===== src/rtl/cpu16_divider.sv =====
// Iterative radix-2 restoring divider, signed or unsigned, producing quotient, remainder and divide-by-zero flag.
// Latency: done is high WIDTH+2 edges after the accept edge (the accept edge counts as the first); after divide-by-zero it is high in the cycle right after the accept edge.
// Backpressure: start is ignored while busy (RUN/FIX); results are held until the next done.
module cpu16_divider #(
  parameter int WIDTH = 16
) (
  input  logic             clk,
  input  logic             reset,
  input  logic             start,
  input  logic             sgn,
  input  logic [WIDTH-1:0] x,
  input  logic [WIDTH-1:0] y,
  output logic             busy,
  output logic             done,
  output logic [WIDTH-1:0] q,
  output logic [WIDTH-1:0] r,
  output logic             dz
);

  localparam int CW = (WIDTH > 1) ? $clog2(WIDTH) : 1;

  typedef enum logic [1:0] {
    S_IDLE = 2'd0,
    S_RUN  = 2'd1,
    S_FIX  = 2'd2,
    S_DONE = 2'd3
  } state_t;

  state_t           state_q, state_d;
  logic [CW-1:0]    cnt_q, cnt_d;
  logic [WIDTH:0]   rem_q, rem_d;     // one extra bit keeps the compare from overflowing
  logic [WIDTH-1:0] quo_q, quo_d;     // dividend bits shift out, quotient bits shift in
  logic [WIDTH-1:0] div_q, div_d;     // divisor magnitude
  logic             sgn_q, sgn_d;
  logic             xneg_q, xneg_d;
  logic             yneg_q, yneg_d;
  logic [WIDTH-1:0] q_q, q_d;
  logic [WIDTH-1:0] r_q, r_d;
  logic             dz_q, dz_d;

  logic [WIDTH:0]   rem_sh;
  logic [WIDTH-1:0] rem_lo;
  logic [WIDTH-1:0] x_mag, y_mag;
  logic             accept;

  // Operand magnitudes, the shifted partial remainder and the accept condition.
  always_comb begin
    x_mag  = (sgn && x[WIDTH-1]) ? -x : x;
    y_mag  = (sgn && y[WIDTH-1]) ? -y : y;
    rem_sh = {rem_q[WIDTH-1:0], quo_q[WIDTH-1]};
    rem_lo = rem_q[WIDTH-1:0];
    accept = start && ((state_q == S_IDLE) || (state_q == S_DONE));
  end

  // Next-state and datapath update for the IDLE/RUN/FIX/DONE sequence.
  always_comb begin
    state_d = state_q;
    cnt_d   = cnt_q;
    rem_d   = rem_q;
    quo_d   = quo_q;
    div_d   = div_q;
    sgn_d   = sgn_q;
    xneg_d  = xneg_q;
    yneg_d  = yneg_q;
    q_d     = q_q;
    r_d     = r_q;
    dz_d    = dz_q;

    case (state_q)
      S_RUN: begin
        // One restoring step: shift in the next dividend bit, subtract if it fits.
        if (rem_sh >= {1'b0, div_q}) begin
          rem_d = rem_sh - {1'b0, div_q};
          quo_d = {quo_q[WIDTH-2:0], 1'b1};
        end else begin
          rem_d = rem_sh;
          quo_d = {quo_q[WIDTH-2:0], 1'b0};
        end
        if (cnt_q == '0) begin
          state_d = S_FIX;
        end else begin
          cnt_d = cnt_q - 1'b1;
        end
      end
      S_FIX: begin
        // Quotient negative when signs differ; remainder follows the dividend.
        q_d     = (sgn_q && (xneg_q ^ yneg_q)) ? -quo_q : quo_q;
        r_d     = (sgn_q && xneg_q) ? -rem_lo : rem_lo;
        state_d = S_DONE;
      end
      S_DONE: begin
        state_d = S_IDLE;
      end
      default: begin
        state_d = S_IDLE;
      end
    endcase

    // Accepting overrides the IDLE/DONE behaviour above.
    if (accept) begin
      sgn_d  = sgn;
      xneg_d = sgn && x[WIDTH-1];
      yneg_d = sgn && y[WIDTH-1];
      rem_d  = '0;
      quo_d  = x_mag;
      div_d  = y_mag;
      cnt_d  = CW'(WIDTH - 1);
      if (y == '0) begin
        // Divide by zero bypasses the iteration entirely.
        q_d     = '1;
        r_d     = x;
        dz_d    = 1'b1;
        state_d = S_DONE;
      end else begin
        dz_d    = 1'b0;
        state_d = S_RUN;
      end
    end
  end

  // State register; reset aborts any operation in flight.
  always_ff @(posedge clk or posedge reset) begin
    if (reset) begin
      state_q <= S_IDLE;
      cnt_q   <= '0;
      rem_q   <= '0;
      quo_q   <= '0;
      div_q   <= '0;
      sgn_q   <= 1'b0;
      xneg_q  <= 1'b0;
      yneg_q  <= 1'b0;
      q_q     <= '0;
      r_q     <= '0;
      dz_q    <= 1'b0;
    end else begin
      state_q <= state_d;
      cnt_q   <= cnt_d;
      rem_q   <= rem_d;
      quo_q   <= quo_d;
      div_q   <= div_d;
      sgn_q   <= sgn_d;
      xneg_q  <= xneg_d;
      yneg_q  <= yneg_d;
      q_q     <= q_d;
      r_q     <= r_d;
      dz_q    <= dz_d;
    end
  end

  // Status and result outputs come straight from registers.
  always_comb begin
    busy = (state_q == S_RUN) || (state_q == S_FIX);
    done = (state_q == S_DONE);
    q    = q_q;
    r    = r_q;
    dz   = dz_q;
  end

endmodule


===== config.mk =====
export PLATFORM = sky130hd
export DESIGN_NAME = cpu16_divider
export DESIGN_NICKNAME = d
export VERILOG_FILES = /design/src/rtl/cpu16_divider.sv
export SDC_FILE = /design/constraint.sdc
export NUM_CORES = 1
export LEC_CHECK = 0
export ABC_AREA = 1
export BUFFER_PORTS_ARGS = -buffer_cell sky130_fd_sc_hd__buf_2
export CAP_MARGIN = 15
export CORE_MARGIN = 1.5
export CORE_UTILIZATION = 30
export CTS_BUF_LIST = sky130_fd_sc_hd__clkbuf_16
export CTS_CLUSTER_SIZE = 24
export DETAILED_ROUTE_END_ITERATION = 8
export GPL_TIMING_DRIVEN = 0
export SKIP_CTS_REPAIR_TIMING = 1
export SYNTH_ARGS = -nofsm -noshare
export SYNTH_HDL_FRONTEND = slang
export SYNTH_SLANG_ARGS = --single-unit
export TNS_END_PERCENT = 100

===== constraint.sdc =====
create_clock -name clk -period 3.5 [get_ports clk]
set_input_delay 0.35 -clock clk [delete_from_list [all_inputs] [get_ports clk]]
set_output_delay 0.35 -clock clk [all_outputs]
set_load 0.02 [all_outputs]

After elaboration in Yosys (flattened, before gate mapping)
Cells that the tools add are included.
W data, S select, Z words.
{"block": "totals", "reg_bits": 90, "latch_bits": 0, "mem_bits_rw": 0, "rom_bits": 0, "input_bits": 36, "out_inout_bits": 35, "word_cells": 60, "memories": 0}
{"block": "op_classes", "n_addsub": 6, "n_mul": 0, "div_mod_pow": 0, "magnitude_cmp": 1, "eq_ne": 5, "shift": 0, "muxes": 24, "n_bitwise": 1, "reduce_logical": 12}
{"op": "$mux W16", "n": 15}
{"op": "$neg A16 Y16", "n": 4}
{"op": "$ge A17 B16 Y1", "n": 1}
{"op": "$logic_not A16 Y1", "n": 1}
{"op": "$sub A16 B16 Y16", "n": 1}
{"op": "$mux W4", "n": 3}
{"op": "$mux W2", "n": 3}
{"op": "$logic_and A1 B1 Y1", "n": 5}
{"op": "$eq A2 B2 Y1 const B", "n": 2}
{"op": "$logic_not A4 Y1", "n": 1}
{"op": "$pmux W2 S2", "n": 1}
{"op": "$sub A4 B1 Y4 const B", "n": 1}
{"op": "$ne A3 B3 Y1 const B", "n": 1}
{"op": "$eq A2 B1 Y1 const B", "n": 1}
{"op": "$logic_not A2 Y1", "n": 1}
{"op": "$logic_or A1 B1 Y1", "n": 2}
{"op": "$mux W1", "n": 2}
{"op": "$ne A2 B2 Y1 const B", "n": 1}
{"op": "$reduce_and A2 Y1", "n": 1}
{"op": "$reduce_bool A2 Y1", "n": 1}
{"op": "$xor A1 B1 Y1", "n": 1}

Depth between registers and ports, before layout
Gate-level depths: netlist of the first run.
{"block": "logic_depth", "depth_word": 6, "depth_mapped": 14, "ltp_nobuf": 14}

Least setup slack after synthesis of the first run
OpenSTA, ideal clock, no wires.
{"block": "synth_path", "path_kind": "flip-flop to flip-flop", "from": "reg quo_q[15]", "to": "reg rem_q[14]", "arrival_time_ps": 1747, "t_required_ps": 3384, "slack_ps": 1637, "path_stages_with_launch": 15, "synth_period_minus_slack_ps": 1863, "path_cell_list": "dfrtp_1 inv_1 ha_1 inv_1 fa_1 nand3_1 nand3_1 nand2_1 nand2_1 nand2_1 nand2_1 nand2_1 nand3_2 nand2_1 nand2_1"}
{"block": "synth_via", "elab_chain_cells": 4, "elab_cells_between_ends": 5, "cone_classes": "add/sub: 1; order compare: 1; mux: 3"}
{"item": "start, declared", "line": "32", "source": "logic [WIDTH-1:0] quo_q, quo_d;"}
{"item": "start signal, assigned", "line": "139", "source": "quo_q <= quo_d;"}
{"item": "$sub A16 B16 Y16 or $ge A17 B16 Y1 (tied branches)", "line": "73, 72"}
{"item": "$mux W16 *", "line": "72", "source": "if (rem_sh >= {1'b0, div_q}) begin"}
{"item": "$mux W16 *", "line": "69", "source": "case (state_q)"}
{"item": "$mux W16 *", "line": "100", "source": "if (accept) begin"}
{"item": "end signal, assigned", "line": "138", "source": "rem_q <= rem_d;"}
{"item": "end, declared", "line": "31", "source": "logic [WIDTH:0] rem_q, rem_d;"}
Mark *: on every way between the ends. The rest lies on a longest branch, timed or not. The select of a mux whose other input is x is not followed.
A chain may end at the register's enable or synchronous reset.

Worst setup path in the final report of the first run
{"block": "layout_path", "from": "reg state_q[0]", "to": "reg quo_q[7]"}
{"block": "layout_via", "elab_chain_cells": 4, "elab_cells_between_ends": 7, "cone_classes": "eq/ne: 2; mux: 1; reduce/logical: 4"}
{"item": "start, declared", "line": "29", "source": "state_t state_q, state_d;"}
{"item": "start signal, assigned", "line": "136", "source": "state_q <= state_d;"}
{"item": "$eq A2 B2 Y1 or $logic_not A2 Y1 (tied branches)", "line": "52", "source": "accept = start && ((state_q == S_IDLE) || (state_q == S_DONE));"}
{"item": "$logic_or A1 B1 Y1", "line": "52"}
{"item": "$logic_and A1 B1 Y1", "line": "52"}
{"item": "$mux W16 or $reduce_bool A2 Y1 (tied branches)"}
Parallel ways exist; a longest one is shown, timed or not.

==> results of run 1 <==
-- cells by family (layout without fill, tap and decap cells) --
family | after synthesis | count (layout) | share of synthesized area [%]
compound gates | 136 | 136 | 12.2
simple gates | 531 | 531 | 35.6
flops | 90 | 90 | 34.6
buf+inv | 166 | 253 | 10.1
fa+ha+maj | 25 | 25 | 4.92
xor+xnor | 19 | 19 | 2.56
-- where the power goes --
group          total, W  internal (W)  switching [W]
registers       0.00180       0.00148       0.000314
clock network  0.000997      0.000504       0.000494
logic           0.00427       0.00145        0.00282
-- metrics by stage --
step	std cells	setup WS (ns)	utilization (%)
floorplan	967	0.815	-
global placement	1312	-0.496	34.0
detailed placement	1313	1.19	34.2
CTS	1329	1.17	35.6
global route	1329	0.962	35.6
finish	1329	1.15	35.6
-- metal layers --
layer / GRT usage [%] / part of all wire (%) / vias to the layer above
li1: - / - / 3311
met1: 26.3 / 48 / 3063
met2: 29.2 / 45 / 157
met3: 2.70 / 4.9 / 29
met4: 6.03 / 2.1 / 0
met5: 0 / 0 / -
-- registers in the layout, summed over array words and instances (netlist names) --
signal and count:
yneg_q 1, q 16, rem_q 16, state_q 2, quo_q 16, r 16
cnt_q 4, sgn_q 1, div_q 16, dz 1, xneg_q 1
-- Yosys cell counts, types with 13 or more instances --
master | instances | area share, %
a21oi_1 | 30 | 2.3
clkbuf_1 | 13 | 0.75
dfrtp_1 | 90 | 35
ha_1 | 24 | 4.6
inv_1 | 134 | 7.7
nand2_1 | 296 | 17
nand3_1 | 112 | 8.6
nor2_1 | 71 | 4.1
o211ai_1 | 14 | 1.6
o21ai_0 | 56 | 4.3
-- layout make-up --
class	count	share of cell area (%)
Tap cell	275	4.57
Timing Repair Buffer	71	5.02
Inverter	137	6.87
Clock buffer	9	2.99
Buffer	29	1.91
Sequential cell	90	29.9
Multi-Input combinational cell	711	47.8
Clock inverter	7	0.931
-- path summary, 6_finish.rpt --
| check | start | to | slack [ns] | cells past startpoint |
|---|---|---|---|---|
| worst max-delay path | state_q[0] | quo_q[7] | 1.15 | 8 |
| max in group asynchronous | reset | div_q[6] | 2.80 | 3 |
| worst min register to register | div_q[6] | div_q[6] | 0.49 | 2 |
| worst min-delay path | reset | q[8] | 0.03 | 2 |
| worst max register to register | state_q[0] | quo_q[7] | 1.15 | 8 |
| min in group clk | x[7] | r[7] | 0.25 | 3 |
-- worst max-delay path, stage by stage, from the launching register on --
cell      delay (ns)
dfrtp_1         0.39
inv_1           0.07
ha_1            0.34
nand2_2         0.20
inv_1           0.12
nor2_2          0.37
inv_1           0.24
clkbuf_1        0.28
o221ai_1        0.24
==> impl_metrics.py, run 1 <==
metrics = {
    "grt": {
        "antenna_found_initial": 0,
        "grt_overflow": 0,
        "grt_pass1_vias": 6135,
        "grt_first_pass_wirelength_mm": 32.3,
        "grt_max_degree": 56,
        "grt_usage_pct": 18.6,
    },
    "yosys": {
        "ys_seq_area_share_pct": 34.6,
        "syn_area_um2": 6510,
        "synth-async-reset-ratio_pct": 100,
        "ys_seq_elements": 90,
        "ys_warn_count": 0,
        "synth_edf_count": 0,
        "synth_flop_cell": "dfrtp_1",
        "synth_nets": 1028,
        "syn_area_per_cell_um2": 6.73,
        "post_synth_num_cell_types": 40,
        "syn-instance-count": 967,
    },
    "die": {
        "die_w_um": 150,
        "die_height_um": 150,
        "die-area_um2": 22600,
        "ios": 71,
        "rows": 53,
        "floorplan.initialDensity_pct": 30.8,
        "core-area_um2": 21200,
    },
    "timing": {
        "final.setup.tns_ns": 0,
        "hold_viol_final": 0,
        "worstMarginPinSlew_ns": 0.706,
        "grt_setup_unrepaired": "no",
        "setup_viol": 0,
        "slew_headroom_pct": 53.0,
        "drv_slew": 0,
        "fin_hold_ws_ns": 0.0276,
        "fin_crit_ns": 2.35,
        "fin_skew_ns": 0.0117,
        "clock.fmax_mhz": 426,
        "fin_crit_sh_pct": 67.0,
    },
    "critical_path": {
        "crit_fanout": 10,
        "setup.worst_path.class": "register to register",
        "required_ns": 3.78,
        "cp.arrival_ns": 2.63,
        "crit_path_end_kind": "register",
        "critPathLaunchType": "register",
    },
    "pwr": {
        "p_leak_nw": 3.95,
        "power_density_nw_per_um2": 939,
        "peakVddDrop_mv": 0.383,
        "totalPowerFinal_w": 0.00707,
    },
    "clocking": {
        "tritoncts.num_buffers": 9,
        "htree_levels": 3,
        "cts_sinks": 90,
        "cts_root_buf": "clkbuf_16",
        "clock_path_buffers": 2,
        "clkSlewWorstSetupHoldPaths_ns": 0.08,
        "cts_tree": "yes",
        "clock_latency_ns": 0.37,
    },
    "drt": {
        "wl_per_cell_um": 15.1,
        "drt-initial-drc-count": 520,
        "dr.pass1.iters": 5,
        "drc": 0,
        "vias": 6560,
        "drt-vias-per-instance": 4.94,
        "drtAntennaViolNets": 0,
        "routed_wl_mm": 20.0,
    },
    "run": {
        "cap_violations": 0,
    },
    "final_layout": {
        "final_common_cell": "nand2_1",
        "multi_input_area_um2": 3600,
        "drive_above_1_share_pct": 12.4,
        "layout.cells.most_common_list": "296 x nand2_1, 133 x inv_1, 112 x nand3_1, 90 x dfrtp_1, 80 x buf_2",
        "area_delta_synth_final_pct": 15.7,
        "ff_latch_area_um2": 2250,
        "nNetsFinal": 1110,
        "diodes": 0,
        "final_area_um2": 7530,
        "nFillCells": 2299,
    },
    "placed_design": {
        "place_area_um2": 7230,
        "place_hpwl_mm": 15.8,
        "portBuffers": 70,
        "routabilityCongestion": 0.886,
    },
    "min_path": {
        "hp-class": "input port to async pin",
    },
    "outcome": {
        "run_status": "completed",
    },
}
No activity file was read; power rests on OpenSTA's default activity.
==> run 2: changes to the inputs <==
- clock period: 3.5 -> 2.3 ns (I/O delays scaled with it)
==> run 2 against run 1 <==
Register-to-register slack worse by 0.99 ns. Via count is 0.63% higher. Global-route usage is 0.095 points higher. Worst hold slack better by 0.11 ns. Core utilization is 0.51 points higher. Sequential power is 52% higher. First-iteration DRC count is 5.2% higher. Wire length is 1.3% higher. Critical path depth is 1 lower. Largest power group unchanged.
==> impl_metrics.py, run 2 (synthesis gave the netlist of run 1 again) <==
metrics = {
    "die": {
        "die_height_um": 150,
        "rows": 53,
        "die_w_um": 150,
        "die-area_um2": 22600,
        "ios": 71,
        "core-area_um2": 21200,
        "floorplan.initialDensity_pct": 30.8,
    },
    "drt": {
        "vias": 6601,
        "dr.pass1.iters": 7,
        "drtAntennaViolNets": 0,
        "drt-vias-per-instance": 4.94,
        "drc": 0,
        "wl_per_cell_um": 15.2,
        "routed_wl_mm": 20.3,
        "drt-initial-drc-count": 547,
    },
    "outcome": {
        "run_status": "completed",
    },
    "placed_design": {
        "place_hpwl_mm": 16.0,
        "place_area_um2": 7240,
        "dp_cells": 1314,
        "routabilityCongestion": 0.896,
        "portBuffers": 70,
    },
    "critical_path": {
        "required_ns": 2.51,
        "crit_path_end_kind": "register",
        "ff2ff_setup_slack_ns": 0.17,
        "cp.arrival_ns": 2.34,
        "critPathLaunchType": "register",
        "r2r_cells": 7,
        "r2r_end": "q[7]",
        "crit_fanout": 10,
        "startpoint": "state_q[0]",
        "setup.worst_path.class": "register to register",
        "r2r_start": "state_q[0]",
        "crit_path_end": "q[7]",
    },
    "timing": {
        "final.setup.tns_ns": 0,
        "hold_viol_final": 0,
        "fin_skew_ns": 0.0104,
        "clock.fmax_mhz": 469,
        "fin_hold_ws_ns": 0.139,
        "worstMarginPinSlew_ns": 0.692,
        "setup_viol": 0,
        "fin_crit_sh_pct": 92.7,
        "slew_headroom_pct": 53.9,
        "fin_crit_ns": 2.13,
        "drv_slew": 0,
    },
    "final_layout": {
        "multi_input_area_um2": 3640,
        "drive_above_1_share_pct": 13.8,
        "diodes": 0,
        "ff_latch_area_um2": 2250,
        "nNetsFinal": 1116,
        "final_common_cell": "nand2_1",
        "area_delta_synth_final_pct": 17.3,
        "final_area_um2": 7630,
        "layout.cells.most_common_list": "295 x nand2_1, 132 x inv_1, 111 x nand3_1, 89 x dfrtp_1, 80 x buf_2",
        "fin_util_pct": 36.1,
        "nFillCells": 2259,
        "fin_cells": 1335,
    },
    "pwr": {
        "power_density_nw_per_um2": 1440,
        "peakVddDrop_mv": 0.699,
        "p_leak_nw": 3.99,
    },
    "grt": {
        "grt_pass1_vias": 6191,
        "grt_overflow": 0,
        "grt_first_pass_wirelength_mm": 32.3,
        "grt_usage_pct": 18.7,
        "antenna_found_initial": 1,
        "grt_max_degree": 38,
    },
    "clocking": {
        "clkSlewWorstSetupHoldPaths_ns": 0.07,
        "cts_sinks": 90,
        "cts_tree": "yes",
        "cts_root_buf": "clkbuf_16",
        "clock_path_buffers": 2,
        "tritoncts.num_buffers": 9,
        "htree_levels": 3,
        "clock_latency_ns": 0.36,
    },
    "min_path": {
        "hp-class": "input port to register",
    },
    "run": {
        "cap_violations": 0,
    },
}
[run 2: cell count changes in the layout (fill, tap and decap cells not counted), moves of 3 or more]
cell and delta:
buf_4 +4, clkbuf_1 -3, ha_1 -3, inv_6 -3
[run 2: through the flow]
stage / total power (W) / worst slack, ns
2_1_floorplan: 0.00744 / 0.437
3_3_place_gp: 0.00916 / -0.0161
3_5_place_dp: 0.00924 / -0.0349
4_1_cts: 0.0108 / -0.0652
5_1_grt: 0.0121 / -0.00386
6_report: 0.0110 / 0.168
[run 2: worst min path at each step]
stage          start   endpoint  depth (start not counted)  slack, ns
2_1_floorplan    sgn  quo_q[15]                          1       0.33
3_3_place_gp      dz         dz                          2       0.46
3_5_place_dp   reset       q[3]                          2       0.31
4_1_cts        reset       q[5]                          2      -0.08
5_1_grt         x[7]       r[7]                          3       0.14
6_report        x[7]       r[7]                          3       0.14
[run 2: critical path, cell delays in order, from the launching register on]
cell,delay [ns]
dfrtp_1,0.38
inv_1,0.07
ha_1,0.35
nand2_2,0.21
nor3_2,0.09
nand4_4,0.19
buf_1,0.51
nand3_1,0.17
[run 2: area by class of cell]
cell class | instances | share of cell area (%)
clock buffers | 9 | 2.95
well taps | 275 | 4.51
clock inverters | 7 | 1.02
inverters | 137 | 6.79
multi-input cells | 711 | 47.7
flip-flops and latches | 90 | 29.5
repair buffers | 77 | 5.64
plain buffers | 29 | 1.92
[run 2: per-layer routing]
layer / global-route usage [%] / vias to the layer above / part of all wire, % / wire length (um)
li1: - / 3305 / - / -
met1: 26.4 / 3080 / 48 / 9650
met2: 29.3 / 192 / 45 / 9020
met3: 3.00 / 24 / 5.8 / 1170
met4: 5.93 / 0 / 2.1 / 417
met5: 0 / - / 0 / 0
[run 2: power by group]
| group | switching [W] | internal [W] |
|---|---|---|
| clock | 0.000696 | 0.000853 |
| combinational | 0.00436 | 0.00233 |
| sequential | 0.000484 | 0.00226 |
| total | 0.00554 | 0.00544 |
==> run 3: changes to the inputs <==
- CELL_PAD_IN_SITES_DETAIL_PLACEMENT: not set -> 0
- CELL_PAD_IN_SITES_GLOBAL_PLACEMENT: not set -> 1
- GPL_TIMING_DRIVEN: 0 -> not set
- PLACE_DENSITY_LB_ADDON: not set -> 0.1
- RECOVER_POWER: not set -> 100
==> run 3 against run 2 <==
Worst setup slack better by 0.025 ns. Non-clock buffer count shrank 4. Critical path depth rose by 5. Global-route usage up 1.1 points. Clock power about the same. Sequential share of layout area grew 0.31 points. Combinational power down 0.7%. Via count down 3.8%. Core utilization decreased by 0.39 points. Largest cell class unchanged. Largest power group unchanged.
==> impl_metrics.py, run 3 (synthesis gave the netlist of run 1 again) <==
metrics = {
    "outcome": {
        "run_status": "completed",
    },
    "critical_path": {
        "ff2ff_setup_slack_ns": 0.19,
        "crit_path_end": "rem_q[4]",
        "cp.depth": 12,
        "slowest_stage": "dfrtp_1",
        "cp.arrival_ns": 2.32,
        "cp_top_family": "simple AND/OR/NAND/NOR gates",
        "crit_fanout": 14,
        "r2r_cells": 12,
        "cpPeakStageDelay_ns": 0.47,
        "crit_path_end_kind": "register",
        "path_common_cell": "nand2_1",
        "required_ns": 2.51,
        "path_buf_inv": 2,
        "startpoint": "rem_q[3]",
        "r2r_start": "rem_q[3]",
        "critPathLaunchType": "register",
        "crit_chain": "ha_1 > nand2_1 > nand2_1 > inv_1 > nand2_1 > nand2_1 > nand3_1 > nand2_2 > buf_4 > nand3_1 > nand3_1 > o21ai_0",
        "r2r_end": "rem_q[4]",
        "setup.worst_path.class": "register to register",
    },
    "drt": {
        "drtAntennaViolNets": 0,
        "drt-initial-drc-count": 334,
        "wl_per_cell_um": 15.9,
        "dr.pass1.iters": 5,
        "drc": 0,
        "drt-vias-per-instance": 4.77,
        "vias": 6353,
        "routed_wl_mm": 21.2,
    },
    "grt": {
        "grt_first_pass_wirelength_mm": 34.2,
        "grt_overflow": 0,
        "grt_usage_pct": 19.8,
        "antenna_found_initial": 0,
        "grt_pass1_vias": 6118,
        "grt_max_degree": 91,
    },
    "timing": {
        "worstMarginPinSlew_ns": 1.37,
        "fin_hold_ws_ns": 0.111,
        "setup_viol": 0,
        "final.setup.tns_ns": 0,
        "setup_slack_ns": 0.193,
        "hold_viol_final": 0,
        "fin_skew_ns": 0.0119,
        "clock.fmax_mhz": 475,
        "fin_crit_sh_pct": 91.6,
        "fin_crit_ns": 2.11,
        "drv_slew": 0,
        "slew_headroom_pct": 8.55,
        "grt_setup_unrepaired": "no",
    },
    "die": {
        "core-area_um2": 21200,
        "floorplan.initialDensity_pct": 30.8,
        "die_height_um": 150,
        "die_w_um": 150,
        "die-area_um2": 22600,
        "rows": 53,
        "ios": 71,
    },
    "final_layout": {
        "drive_above_1_share_pct": 10.1,
        "diodes": 0,
        "final_common_cell": "nand2_1",
        "area_delta_synth_final_pct": 16.1,
        "nNetsFinal": 1112,
        "fin_cells": 1331,
        "fin_util_pct": 35.7,
        "layout.cells.most_common_list": "296 x nand2_1, 136 x inv_1, 113 x nand3_1, 90 x dfrtp_1, 73 x nor2_1",
    },
    "placed_design": {
        "portBuffers": 70,
        "pre_cts_ws_ns": 0.153,
        "routabilityCongestion": 0.825,
        "place_hpwl_mm": 16.5,
        "dp_cells": 1315,
    },
    "clocking": {
        "clock_path_buffers": 2,
        "cts_sinks": 90,
        "clock_latency_ns": 0.36,
        "cts_root_buf": "clkbuf_16",
        "tritoncts.num_buffers": 9,
        "cts_tree": "yes",
        "htree_levels": 3,
        "clkSlewWorstSetupHoldPaths_ns": 0.08,
    },
    "run": {
        "cap_violations": 0,
    },
    "pwr": {
        "peakVddDrop_mv": 0.539,
        "p_leak_nw": 3.89,
        "power_density_nw_per_um2": 1450,
    },
    "min_path": {
        "hp-class": "input port to register",
        "worstHoldPathCells": 3,
    },
}
## run 3: cell types whose count changed in the layout (fill, tap and decap cells not counted), moves of 4 or more
cell,previous run,this run
inv_1,132,136
buf_4,7,28
clkbuf_1,10,37
buf_2,80,35
## run 3: worst min-delay path by stage
stage,from,endpoint,slack (ns)
finish,x[7],r[7],0.11
global route,x[7],r[7],0.13
CTS,reset,q[4],0.04
detailed placement,reset,q[4],0.43
global placement,reset,q[4],0.42
floorplan,sgn,quo_q[15],0.33
## run 3: layout make-up
class                   instances  area (um^2)
fillers                      2397        13600
multi-input cells             711         3590
flip-flops and latches         90         2250
repair buffers                102          552
inverters                     137          515
well taps                     275          344
clock buffers                   9          225
clock inverters                 7         71.3
## run 3: stage by stage
stage | power [W] | area, um^2
after floorplan | 0.00744 | 6510
after global placement | 0.00954 | 7330
after detailed placement | 0.00952 | 7330
after CTS | 0.0112 | 7620
after global routing | 0.0121 | 7550
final | 0.0109 | 7550
## run 3: power breakdown
group          total [W]  internal [W]  switching, W
Combinational    0.00664       0.00223       0.00441
Sequential       0.00271       0.00226      0.000448
Clock            0.00157      0.000847      0.000728
## run 3: worst min-delay path, delay by kind of cell
family                 cells  cell delay, ns
buffers and inverters      1            0.10
and+or+nand+nor            2            0.10
## run 3: routing by layer
metal | global-route usage (%) | part of all wire [%] | up-vias
met5 | 0 | 0 | -
met1 | 30.5 | 54 | 2930
met2 | 28.8 | 42 | 107
met3 | 2.30 | 3.1 | 18
met4 | 5.59 | 1.3 | 0
li1 | - | - | 3298
